--- src/rtl/pipo_serial_ctrl.sv ---
// Framed serial transmitter built around a WIDTH-bit parallel-load shift register.
// A word is taken over pdi_valid/pdi_ready, then shifted out one bit per sdo_ready beat.
module pipo_serial_ctrl #(
    parameter int WIDTH      = 4,
    parameter int GAP_CYCLES = 1,
    parameter int MSB_FIRST  = 1
) (
    input  logic             clk,
    input  logic             reset_n,
    input  logic [WIDTH-1:0] pdi,
    input  logic             pdi_valid,
    output logic             pdi_ready,
    output logic             sdo,
    output logic             sdo_valid,
    input  logic             sdo_ready,
    output logic             sof,
    output logic             eof,
    output logic             busy,
    output logic [7:0]       frame_cnt
);

    localparam int            CW       = $clog2(WIDTH);
    localparam logic [CW-1:0] LAST_BIT = CW'(WIDTH - 1);
    localparam bit            HAS_GAP  = (GAP_CYCLES > 0);
    localparam logic [3:0]    GAP_LAST = HAS_GAP ? 4'(GAP_CYCLES - 1) : 4'd0;

    typedef enum logic [1:0] {
        IDLE  = 2'd0,
        SHIFT = 2'd1,
        GAP   = 2'd2
    } state_t;

    state_t           state;
    state_t           state_nxt;
    logic [WIDTH-1:0] shreg;
    logic [CW-1:0]    bit_cnt;
    logic [3:0]       gap_cnt;
    logic             last_bit;
    logic             beat;
    logic             frame_done;
    logic             accept;

    assign last_bit   = (bit_cnt == LAST_BIT);
    assign beat       = (state == SHIFT) && sdo_ready;
    assign frame_done = beat && last_bit;
    assign accept     = pdi_ready && pdi_valid;

    always_ff @(posedge clk or negedge reset_n) begin
        if (!reset_n) begin
            state <= IDLE;
        end else begin
            state <= state_nxt;
        end
    end

    always_comb begin
        state_nxt = state;
        case (state)
            IDLE: begin
                if (pdi_valid) begin
                    state_nxt = SHIFT;
                end
            end
            SHIFT: begin
                // A word accepted on the final beat keeps the stream going with no idle bit.
                if (frame_done) begin
                    if (accept) begin
                        state_nxt = SHIFT;
                    end else if (HAS_GAP) begin
                        state_nxt = GAP;
                    end else begin
                        state_nxt = IDLE;
                    end
                end
            end
            GAP: begin
                if (gap_cnt == GAP_LAST) begin
                    state_nxt = IDLE;
                end
            end
            default: state_nxt = IDLE;
        endcase
    end

    always_comb begin
        pdi_ready = 1'b0;
        sdo_valid = 1'b0;
        sdo       = 1'b0;
        sof       = 1'b0;
        eof       = 1'b0;
        busy      = (state != IDLE);
        case (state)
            IDLE: begin
                pdi_ready = 1'b1;
            end
            SHIFT: begin
                sdo_valid = 1'b1;
                sdo       = (MSB_FIRST != 0) ? shreg[WIDTH-1] : shreg[0];
                sof       = (bit_cnt == '0);
                eof       = last_bit;
                pdi_ready = !HAS_GAP && last_bit && sdo_ready;
            end
            default: ;
        endcase
    end

    always_ff @(posedge clk or negedge reset_n) begin
        if (!reset_n) begin
            shreg   <= '0;
            bit_cnt <= '0;
        end else if (accept) begin
            shreg   <= pdi;
            bit_cnt <= '0;
        end else if (beat) begin
            // Shift toward the output end, zero-filling the vacated bit.
            if (MSB_FIRST != 0) begin
                shreg <= {shreg[WIDTH-2:0], 1'b0};
            end else begin
                shreg <= {1'b0, shreg[WIDTH-1:1]};
            end
            bit_cnt <= last_bit ? '0 : bit_cnt + CW'(1);
        end
    end

    always_ff @(posedge clk or negedge reset_n) begin
        if (!reset_n) begin
            gap_cnt   <= '0;
            frame_cnt <= '0;
        end else begin
            if (frame_done) begin
                gap_cnt   <= '0;
                frame_cnt <= frame_cnt + 8'd1;
            end else if (state == GAP) begin
                gap_cnt <= gap_cnt + 4'd1;
            end
        end
    end

endmodule

--- config.mk ---
export PLATFORM = sky130hd
export DESIGN_NAME = pipo_serial_ctrl
export DESIGN_NICKNAME = d
export VERILOG_FILES = /design/src/rtl/pipo_serial_ctrl.sv
export SDC_FILE = /design/constraint.sdc
export NUM_CORES = 1
export LEC_CHECK = 0
export BUFFER_PORTS_ARGS = -buffer_cell sky130_fd_sc_hd__buf_2
export CELL_PAD_IN_SITES_DETAIL_PLACEMENT = 1
export CELL_PAD_IN_SITES_GLOBAL_PLACEMENT = 2
export CORE_AREA = 5 5 62 64
export CTS_CLUSTER_SIZE = 12
export DETAILED_ROUTE_END_ITERATION = 7
export DIE_AREA = 0 0 67 69
export GPL_TIMING_DRIVEN = 0
export MAX_ROUTING_LAYER = met4
export PLACE_DENSITY_LB_ADDON = 0.1
export RECOVER_POWER = 50
export SETUP_SLACK_MARGIN = 0.05
export SLEW_MARGIN = 20
export SYNTH_ARGS = -nofsm -noshare
export SYNTH_HDL_FRONTEND = slang
export SYNTH_SLANG_ARGS = --single-unit
--- constraint.sdc ---
create_clock -name clk -period 2 [get_ports clk]
set_clock_uncertainty 0.05 [all_clocks]
set_input_delay 0.4 -clock clk [delete_from_list [all_inputs] [get_ports clk]]
set_output_delay 0.4 -clock clk [all_outputs]
set_load 0.005 [all_outputs]
=== Yosys cells after proc, flatten, opt, wreduce, memory -nomap -nowiden ===
Cells that the tools add are included.

* Bits in registers: 20
* Word-level logic and storage cells: 41
* Bits of input ports: 8
* Output and inout port bits: 14

* Eq/ne operators: 6
* Muxes and demuxes: 17
* Reductions and logical operators: 10
* Add/sub/neg operators: 3

{| class="wikitable"
|+ Operator list
! operator !! count
|-
| 4-bit two-way mux || 4
|-
| 2-bit two-way mux || 7
|-
| 8-bit by 1-bit adder with 8-bit output (second input constant) || 1
|-
| 2-bit inequality test (second input constant) || 3
|-
| 2-bit one-hot mux with 3 select lines || 1
|-
| 2-bit nonzero test || 3
|-
| 1-bit two-way mux || 5
|-
| 4-bit by 1-bit adder with 4-bit output (second input constant) || 1
|-
| 2-bit == test (second input constant) || 2
|-
| 2-bit logical NOT || 2
|-
| 4-bit logical NOT || 1
|-
| 1-bit logical AND || 3
|-
| 3-bit AND reduction || 1
|-
| 2-bit by 1-bit adder with 2-bit output (second input constant) || 1
|-
| 2-bit by 1-bit == test with 1-bit output (second input constant) || 1
|}

=== Depth between registers and ports, before layout ===
Gate-level depths: netlist of the first run.

* Depth in word-level cells: 6
* Mapped depth: 5
* Mapped depth without buffers: 5

=== Worst setup path after synthesis of the first run ===
OpenSTA, ideal clock, no wires.

* Kind: register to register
* Start: reg bit_cnt[0]
* End: reg bit_cnt[0]
* Clock period less this slack: 1.418 ns
* Cell stages (with the launch flop): 5
* Path slack: 0.582 ns
* Required time: 1.885 ns
* Setup time: 0.065 ns
* Path buffers: 0
* Data arrival time: 1.302 ns
* Cells stage by stage: dfrtp_1 -> ha_1 -> or4b_1 -> o21ai_0 -> a22o_1

* Word-level cells in the longest chain between the ends: 4
* Elaborated cells on any way between the ends: 5
* Classes of those cells: add/sub (1); eq/ne (1); mux (3)

{| class="wikitable"
|+ Ends and longest elaborated chain
! what !! line !! source
|-
| start: declaration || 36 || <nowiki>logic [CW-1:0] bit_cnt;</nowiki>
|-
| start signal: assignment || 121 || <nowiki>bit_cnt <= last_bit ? '0 : bit_cnt + CW'(1);</nowiki>
|-
| 2-bit by 1-bit adder with 2-bit output / 2-bit == test (equally long branches) || 121, 43 ||
|-
| 2-bit two-way mux * || 121 ||
|-
| 2-bit two-way mux * || 114 || <nowiki>end else if (beat) begin</nowiki>
|-
| 2-bit two-way mux * || 111 || <nowiki>end else if (accept) begin</nowiki>
|}

Every way passes the cells marked *; elsewhere a longest branch is shown, timed or not. The select of a mux whose other input is x is not followed.
A chain may end at the register's enable or synchronous reset.

=== Worst setup path in the final report of the first run ===
* Start: reg state[0]
* End: out sdo

* Word-level cells in the longest chain between the ends: 2

{| class="wikitable"
|+ Ends and longest elaborated chain
! what !! line !! source
|-
| start: declaration || 33 || <nowiki>state_t state;</nowiki>
|-
| start signal: assignment || 52 || <nowiki>state <= state_nxt;</nowiki>
|-
| 2-bit by 1-bit == test with 1-bit output || 92 || <nowiki>case (state)</nowiki>
|-
| 1-bit two-way mux || 92 ||
|-
| end: declaration || 13 || <nowiki>output logic sdo,</nowiki>
|}

No other way between the ends.

==> summary.txt, run 1 <==
STA
  • Measured slew at the worst slew-check pin: 1100 ps
  • PnR worst setup slack: 160 ps
  • Sum Neg Setup Slack: 0 ps
  • Max Clk Rate: 543 MHz
  • Slew headroom: 26.5%
  • Hold_ws: 349 ps
  • RSZ-0062 raised after global routing: false
  • Setup violators final: 0
  • Period Utilization, post-route: 92.0%
  • Final slew viol count: 0
  • Tmin final: 1840 ps
  • Final hold viol count: 0

Yosys
  • Synth cell types: 30
  • Post-synth EDFFs: 0
  • Post-synth design cell area: 1020 um^2
  • Synth top cells by count: dfrtp_1, xnor2_1, inv_1, o21ai_0, o22a_1
  • Seq/Total Area, Yosys: 48.9%
  • Count leader, synth: dfrtp_1
  • Top-area cell type share of the netlist area: 48.9%
  • Area leader, netlist: dfrtp_1
  • Syn Nets: 106
  • Avg Cell Area, Syn: 11.0 um^2
  • Flops & latches, synth: 20
  • Fraction of registers with async set/reset: 100%
  • Ys flop type: dfrtp_1
  • Synth area leaders: dfrtp_1, ha_1, xnor2_1, o22a_1, o21ai_0
  • Syn Inst Count: 93
  • Ys Warns: 0

Global route
  • Initial antenna violation count: 0
  • Gr ovfl total: 0
  • Vias in the first global route: 857
  • Largest net degree at the start of global routing: 21
  • Total Routing Usage GR: 11.1%
  • Wire length of the first global-routing pass: 3930 um

Clocking
  • Depth of the CTS H-tree: 1
  • Clk sinks: 20
  • Postcts setup bufs: 0
  • CTS tree: built
  • Worst skew pair latency: 300 ps
  • Root Driver: clkbuf_4
  • Total CTS buffers: 3
  • Max Buffers Root-to-Sink: 2
  • Clock Pin Slew Worst Setup and Hold Paths: 110 ps

Drt
  • Iter 0 DRT Violations: 11
  • Routed Antenna Nets: 0
  • Routed WL: 2210 um
  • Avg WL per Cell: 13.4 um
  • Vias post-DR: 798
  • DR pass1 iterations: 2
  • DRC: 0
  • Vias/cell: 4.84

Pwr
  • Flop pwr share: 44.8%
  • Clk pwr share: 17.2%
  • Total power draw: 0.00138 W
  • Max IR drop VDD: 0.000375 V
  • Switching share of power: 34.5%
  • Comb pwr share: 38.0%
  • Int Power: 0.000901 W
  • Leakage power: 0.594 nW
  • P per Cell Area: 1120 nW/um^2
  • Sw power: 0.000474 W

Status
  • Status: completed

Setup path
  • Crit path DAT: 1390 ps
  • RR Endpoint: frame_cnt[3]
  • Required time of the critical path: 1550 ps
  • CP endpoint kind: primary output
  • Crit Path Max Fanout: 10
  • Reg-to-Reg Start: bit_cnt[0]
  • Max incr delay on CP: 400 ps
  • Setup CP Type: flip-flop to primary output
  • Crit path launch: state[0]
  • Setup crit start kind: flip-flop
  • R2R depth: 5
  • Reg-to-reg slack, setup: 230 ps
  • Most used cell, CP: buf_2
  • Critical path cell sequence: buf_2 -> and2b_1 -> and2_1 -> buf_2
  • Worst Setup EP: sdo
  • Slowest-stage cell, CP: dfrtp_1

Finish
  • Final design utilization: 37.9%
  • Number of diodes: 0
  • Final #Nets: 133
  • P&R area growth vs syn: 19.6%
  • Share of cells above drive strength 1: 24.4%

Die
  • Die height: 69 um
  • Die ar.: 4620 um^2
  • Die width: 67 um
  • Initial core utilization: 31.7%
  • Num rows: 21
  • Core Box Area: 3230 um^2
  • Top Ports: 22

Placement
  • Input/output buffers: 21
  • Hpwl dp: 1700 um
  • Placement Setup Slack: 478 ps
  • Placer Congestion: 0.719

Hold path
  • Worst hold path type: primary input to flip-flop
  • WHS Path Cells: 2

Run
  • Maxcap violations: 0
## state kept, by name (all words and copies together), names as in the netlist
| name | cells |
|---|---|
| bit_cnt | 2 |
| gap_cnt | 4 |
| shreg | 4 |
| frame_cnt | 8 |
| state | 2 |
## worst max-delay path: cells and delay by family (launching register included)
family / cells / cell delay [ps]
buffers and inverters: 2 / 300
DFF: 1 / 400
and+or+nand+nor: 2 / 400
## final cells by class
class	count	area (um^2)
plain buffers	3	13.8
clock buffers	4	36.3
fillers	385	2010
well taps	46	57.6
multi-input cells	64	479
inverters	6	22.5
repair buffers	22	114
flip-flops and latches	20	500
## cells by family (layout without fill, tap and decap cells)
logic type / Yosys count / after routing / share of synthesized area [%]
buffers and inverters: 9 / 35 / 4.28
flip-flops: 20 / 20 / 48.9
AND/OR/NAND/NOR: 29 / 29 / 17.7
adder cells (fa/ha/maj): 5 / 5 / 6.11
multiplexers: 2 / 2 / 2.08
AO/OA/AOI/OAI: 19 / 19 / 13.2
XOR/XNOR: 9 / 9 / 7.70
## stage by stage
step | std cells | area (um^2)
2_1_floorplan | 93 | 1020
3_3_place_gp | 160 | 1190
3_5_place_dp | 160 | 1190
4_1_cts | 165 | 1230
5_1_grt | 165 | 1220
6_report | 165 | 1220
## power by group through the flow
stage / registers (W) / logic (W) / clock network (W)
floorplan: 0.000606 / 0.000357 / 0
global placement: 0.000623 / 0.000530 / 0
detailed placement: 0.000627 / 0.000539 / 0
CTS: 0.000619 / 0.000545 / 0.000250
global route: 0.000634 / 0.000613 / 0.000265
finish: 0.000616 / 0.000522 / 0.000237
## placed cells by master (no fill, tap or decap), drive strengths merged, types with 2 or more instances in the layout
cell / count
a21oi: 2
a22o: 3
and2: 3
and2b: 2
buf: 22
clkbuf: 6
dfrtp: 20
ha: 5
inv: 6
nand2: 3
nand2b: 2
nand3: 3
nand3b: 2
nand4: 4
nor2: 4
o21ai: 6
o22a: 6
xnor2: 7
xor2: 2
## timing repair
action / 4_1_cts / 5_1_grt
hold endpoints to repair: 13 / 0
endpoints found under the setup margin: 0 / 1
hold buffers: 1 / 0
resized for setup: 0 / 1
## worst min path at each step
stage / end / slack, ps / start
after floorplan: bit_cnt[0] / 50 / reset_n
after global placement: bit_cnt[1] / 340 / reset_n
after detailed placement: bit_cnt[1] / 340 / reset_n
after CTS: state[0] / 340 / pdi_valid
after global routing: state[0] / 360 / pdi_valid
final: state[0] / 350 / pdi_valid
## metal layers
metal  track usage, %  up-vias  wire length [um]
li1                 -      386                 -
met1             14.1      395              1050
met2             17.1       15              1040
met3             2.44        2               100
met4             4.05        0                16
met5                -        -                 0
Note: power is estimated with default switching activity, not from simulation.
==> inputs of run 2 (changes only) <==
==> constraint.sdc (replaced) <==
create_clock -name clk -period 2 [get_ports clk]
set_clock_uncertainty 0.05 [all_clocks]
set_input_delay 0.2 -clock clk [delete_from_list [all_inputs] [get_ports clk]]
set_output_delay 0.2 -clock clk [all_outputs]
set_load 0.005 [all_outputs]
==> summary.txt, run 2 (synthesis results as in run 1) <==
Drt
  • Avg WL per Cell: 13.3 um (-0.14%)
  • Vias/cell: 4.82 (-0.25%)
  • Routed WL: 2200 um (-0.14%)
  • Routed Antenna Nets: 0 (unchanged)
  • DRC: 0 (unchanged)
  • DR pass1 iterations: 2 (unchanged)
  • Vias post-DR: 796 (-0.25%)
  • Iter 0 DRT Violations: 10 (-1)

Hold path
  • Worst hold path type: primary input to flip-flop

Finish
  • Most frequent cells in the layout: dfrtp_1, buf_2, xnor2_1
  • Final design utilization: 37.9% (+0.039 points)
  • Number of flip-flops in the largest register: 8 (unchanged)
  • Area of the multi-input gates: 479 um^2 (unchanged)
  • Share of cells above drive strength 1: 21.0% (-3.4 points)
  • Biggest register: frame_cnt
  • Final #Nets: 133 (unchanged)
  • Number of diodes: 0 (unchanged)
  • Fillers: 389 (+1.0%)
  • Top flop regs: frame_cnt x8, gap_cnt x4, shreg x4
  • Storage cell area: 500 um^2 (unchanged)
  • P&R area growth vs syn: 19.7%
  • Commonest non-fill, non-tap cell in the layout: dfrtp_1

STA
  • Setup violators final: 0 (unchanged)
  • Sum Neg Setup Slack: 0 ps (unchanged)
  • Max Clk Rate: 610 MHz (+12%)
  • Slew headroom: 26.3% (-0.25 points)
  • Tmin final: 1640 ps (-200 ps)
  • PnR worst setup slack: 360 ps (+200 ps)
  • Final slew viol count: 0 (unchanged)
  • Period Utilization, post-route: 82.0% (-10 points)
  • Final hold viol count: 0 (unchanged)
  • RSZ-0062 raised after global routing: false
  • Measured slew at the worst slew-check pin: 1110 ps (+3.80 ps)

Clocking
  • Clock Pin Slew Worst Setup and Hold Paths: 110 ps (about the same)
  • Depth of the CTS H-tree: 1 (unchanged)
  • Root Driver: clkbuf_4
  • Clk sinks: 20 (unchanged)
  • Total CTS buffers: 3 (unchanged)
  • Postcts setup bufs: 0 (unchanged)
  • CTS tree: built
  • Max Buffers Root-to-Sink: 2 (unchanged)
  • Worst skew pair latency: 300 ps (about the same)

Die
  • Core Box Area: 3230 um^2 (unchanged)
  • Die height: 69 um (unchanged)
  • Die width: 67 um (unchanged)
  • Die ar.: 4620 um^2 (unchanged)
  • Initial core utilization: 31.7% (unchanged)
  • Top Ports: 22 (unchanged)
  • Num rows: 21 (unchanged)

Global route
  • Largest net degree at the start of global routing: 21 (unchanged)
  • Total Routing Usage GR: 11.1% (unchanged)
  • Wire length of the first global-routing pass: 3930 um (unchanged)
  • Gr ovfl total: 0 (unchanged)
  • Vias in the first global route: 857 (unchanged)
  • Initial antenna violation count: 0 (unchanged)

Setup path
  • Required time of the critical path: 1750 ps (+200 ps)
  • CP endpoint kind: primary output
  • Worst Setup EP: sdo
  • Setup CP Type: flip-flop to primary output
  • Crit path DAT: 1390 ps (about the same)
  • Crit Path Max Fanout: 10 (unchanged)
  • Setup crit start kind: flip-flop
  • R2R depth: 4 (-1)
  • RR Endpoint: bit_cnt[0]
  • Reg-to-Reg Start: bit_cnt[0]
  • Crit path launch: state[0]
  • Reg-to-reg slack, setup: 470 ps (+240 ps)

Status
  • Status: completed

Placement
  • Input/output buffers: 21 (unchanged)
  • Hpwl dp: 1700 um (unchanged)
  • Placement Setup Slack: 485 ps (+7.67 ps)
  • Placer Congestion: 0.719 (unchanged)

Pwr
  • Total power draw: 0.00137 W (about the same)
  • Max IR drop VDD: 0.000375 V (about the same)
  • P per Cell Area: 1120 nW/um^2 (-0.17%)
  • Leakage power: 0.578 nW (-2.7%)

Run
  • Maxcap violations: 0 (unchanged)
## run 2: cell types whose count changed in the layout (fill, tap and decap cells not counted)
cell,change
buf_6,+1
buf_2,-5
clkbuf_1,+4
## run 2: critical path: stages (launching register included)
cell and delay, ps:
dfrtp_1 400, buf_2 180, and2b_1 230, and2_1 170
buf_2 120
## run 2: where the power goes
part	internal (W)	switching, W
clock	0.000111	0.000126
sequential	0.000516	0.000100
combinational	0.000273	0.000248
total	0.000900	0.000474
## run 2: worst min path at each step
stage                          from    endpoint  slack (ps)  cells after the start
after floorplan             reset_n  bit_cnt[0]        -150                      0
after global placement      reset_n  bit_cnt[1]         140                      1
after detailed placement    reset_n  bit_cnt[1]         140                      1
after CTS                 pdi_valid    state[0]         140                      2
after global routing      pdi_valid    state[0]         160                      2
final                     pdi_valid    state[0]         150                      2
## run 2: through the flow
stage	instances	cell area, um^2	hold WS (ps)
after floorplan	93	1020	-146
after global placement	160	1190	143
after detailed placement	160	1190	142
after CTS	165	1230	144
after global routing	165	1220	161
final	165	1220	150
## run 2: area by class of cell
type	count	share of cell area [%]
inverter	6	1.84
sequential	20	40.9
tap	46	4.70
buffer	3	1.74
timing repair buffer	22	8.78
clock buffer	4	2.96
multi-input combinational	64	39.1
## run 2: routing by layer
layer	wire length, um	part of all wire (%)	track usage, %
met2	1040	47	17.1
met4	16	0.73	4.05
met5	0	0	-
met3	105	4.8	2.44
met1	1040	47	14.1
## run 2: what timing repair did
item,4_1_cts,5_1_grt
hold buffers,1,0
gates resized for setup,0,0
hold endpoints to repair,20,0
==> inputs of run 3 (changes only) <==
==> constraint.sdc (replaced) <==
create_clock -name clk -period 1.55 [get_ports clk]
set_clock_uncertainty 0.05 [all_clocks]
set_input_delay 0.155 -clock clk [delete_from_list [all_inputs] [get_ports clk]]
set_output_delay 0.155 -clock clk [all_outputs]
set_load 0.005 [all_outputs]
==> summary.txt, run 3 (synthesis results as in run 1) <==
Status
  • Status: completed

Global route
  • Largest net degree at the start of global routing: 21 (unchanged)
  • Vias in the first global route: 887 (+3.5%)
  • Initial antenna violation count: 0 (unchanged)
  • Total Routing Usage GR: 11.4% (+0.30 points)
  • Gr ovfl total: 0 (unchanged)
  • Wire length of the first global-routing pass: 4050 um (+3.2%)

Clocking
  • Root Driver: clkbuf_4
  • Clock Pin Slew Worst Setup and Hold Paths: 120 ps (about the same)
  • Total CTS buffers: 3 (unchanged)
  • CTS tree: built
  • Worst skew pair latency: 300 ps (about the same)
  • Depth of the CTS H-tree: 1 (unchanged)
  • Max Buffers Root-to-Sink: 2 (unchanged)
  • Clk sinks: 20 (unchanged)

Pwr
  • Flop pwr share: 40.3% (-4.5 points)
  • Comb pwr share: 44.3% (+6.4 points)
  • Max IR drop VDD: 0.000503 V (+34%)
  • Switching share of power: 33.6% (-0.87 points)
  • Total power draw: 0.00200 W (+45%)
  • Leakage power: 0.628 nW (+8.6%)
  • Int Power: 0.00133 W (+47%)
  • Clk pwr share: 15.4% (-1.8 points)
  • P per Cell Area: 1510 nW/um^2 (+34%)
  • Sw power: 0.000671 W (+42%)

Finish
  • Commonest non-fill, non-tap cell in the layout: dfrtp_1
  • Storage cell area: 500 um^2 (unchanged)
  • Top flop regs: frame_cnt x8, gap_cnt x4, shreg x4
  • P&R area growth vs syn: 29.6%
  • Fillers: 375 (-3.6%)
  • Number of flip-flops in the largest register: 8 (unchanged)
  • Number of diodes: 0 (unchanged)
  • Most frequent cells in the layout: dfrtp_1, buf_2, xnor2_1
  • Area of the multi-input gates: 509 um^2 (+6.3%)
  • Share of cells above drive strength 1: 32.0% (+11 points)
  • Biggest register: frame_cnt
  • Final #Nets: 139 (+4.5%)

STA
  • PnR worst setup slack: 34.9 ps (-325 ps)
  • Measured slew at the worst slew-check pin: 516 ps (-590 ps)
  • Tmin final: 1520 ps
  • Slew headroom: 65.6% (+39 points)
  • Period Utilization, post-route: 97.7%
  • RSZ-0062 raised after global routing: true
  • Final hold viol count: 0 (unchanged)
  • Final slew viol count: 0 (unchanged)
  • Setup violators final: 0 (unchanged)
  • Max Clk Rate: 660 MHz

Setup path
  • CP endpoint kind: primary output
  • Delay-heaviest family, CP: flip-flops
  • WP buf/inv: 2 (unchanged)
  • Critical path cell sequence: buf_6 -> and2b_2 -> and2_1 -> buf_2
  • Setup CP Type: flip-flop to primary output
  • Crit path DAT: 1310 ps (-80 ps)
  • Setup crit start kind: flip-flop
  • Required time of the critical path: 1340 ps (-410 ps)
  • Max incr delay on CP: 410 ps (about the same)
  • Crit Path Max Fanout: 5 (-5)
  • Slowest-stage cell, CP: dfrtp_1

Placement
  • Placement Setup Slack: 35.3 ps (-450 ps)
  • Input/output buffers: 21 (unchanged)
  • Hpwl dp: 1700 um (unchanged)
  • Placer Congestion: 0.719 (unchanged)

Die
  • Core Box Area: 3230 um^2 (unchanged)
  • Top Ports: 22 (unchanged)
  • Initial core utilization: 31.7% (unchanged)
  • Die ar.: 4620 um^2 (unchanged)
  • Die width: 67 um (unchanged)
  • Die height: 69 um (unchanged)
  • Num rows: 21 (unchanged)

Drt
  • Avg WL per Cell: 13.5 um (+1.3%)
  • Iter 0 DRT Violations: 25 (+15)
  • Routed Antenna Nets: 0 (unchanged)
  • DR pass1 iterations: 2 (unchanged)
  • Vias/cell: 4.81 (-0.24%)
  • DRC: 0 (unchanged)
  • Routed WL: 2310 um (+5.0%)
  • Vias post-DR: 823 (+3.4%)

Hold path
  • Worst hold path type: primary input to flip-flop

Run
  • Maxcap violations: 0 (unchanged)
## run 3: timing repair
item                                   4_1_cts  5_1_grt
hold buffers                                 1        0
endpoints found under the hold margin       20        0
buffers inserted                             5        1
pin swaps                                    3        2
gates cloned                                 0        0
resized for setup                            5        9
setup endpoints to repair                    8       12
## run 3: power groups by stage
stage / clock, W / combinational (W) / sequential [W]
5_1_grt: 0.000338 / 0.00101 / 0.000830
4_1_cts: 0.000323 / 0.000809 / 0.000797
3_5_place_dp: 0 / 0.000696 / 0.000809
2_1_floorplan: 0 / 0.000461 / 0.000782
3_3_place_gp: 0 / 0.000684 / 0.000803
6_report: 0.000307 / 0.000885 / 0.000805
## run 3: final timing paths
path | from | to | slack [ps] | cells past startpoint
max in group asynchronous | reset_n | shreg[0] | 810 | 2
worst max-delay path | state[0] | sof | 30 | 4
worst min-delay path | pdi_valid | state[0] | 110 | 2
worst max register to register | bit_cnt[0] | bit_cnt[0] | 90 | 4
min in group asynchronous | reset_n | bit_cnt[1] | 300 | 2
worst min register to register | frame_cnt[7] | frame_cnt[7] | 430 | 1
## run 3: layout make-up
cell class	count	share of cell area, %
Multi-Input combinational cell	64	38.4
Inverter	6	1.70
Clock buffer	4	2.74
Tap cell	46	4.34
Timing Repair Buffer	28	12.7
Sequential cell	20	37.7
Buffer	3	2.36
## run 3: layer usage
metal	track usage (%)	vias to the layer above	part of all wire, %
met5	-	-	0
met4	4.05	0	0.61
met3	2.44	2	4.3
met2	17.9	15	48
met1	14.3	411	47
li1	-	395	-
## run 3: through the flow
step           util [%]  hold slack, ps  setup TNS, ps  cells  area, um^2
6_report           41.0             106              0    171        1330
5_1_grt            41.0             115          -96.5    171        1330
4_1_cts            39.7            99.2              0    170        1280
3_5_place_dp       36.7            97.3              0    160        1190
3_3_place_gp       36.7            98.4              0    160        1190
2_1_floorplan         -            -191              0     93        1020
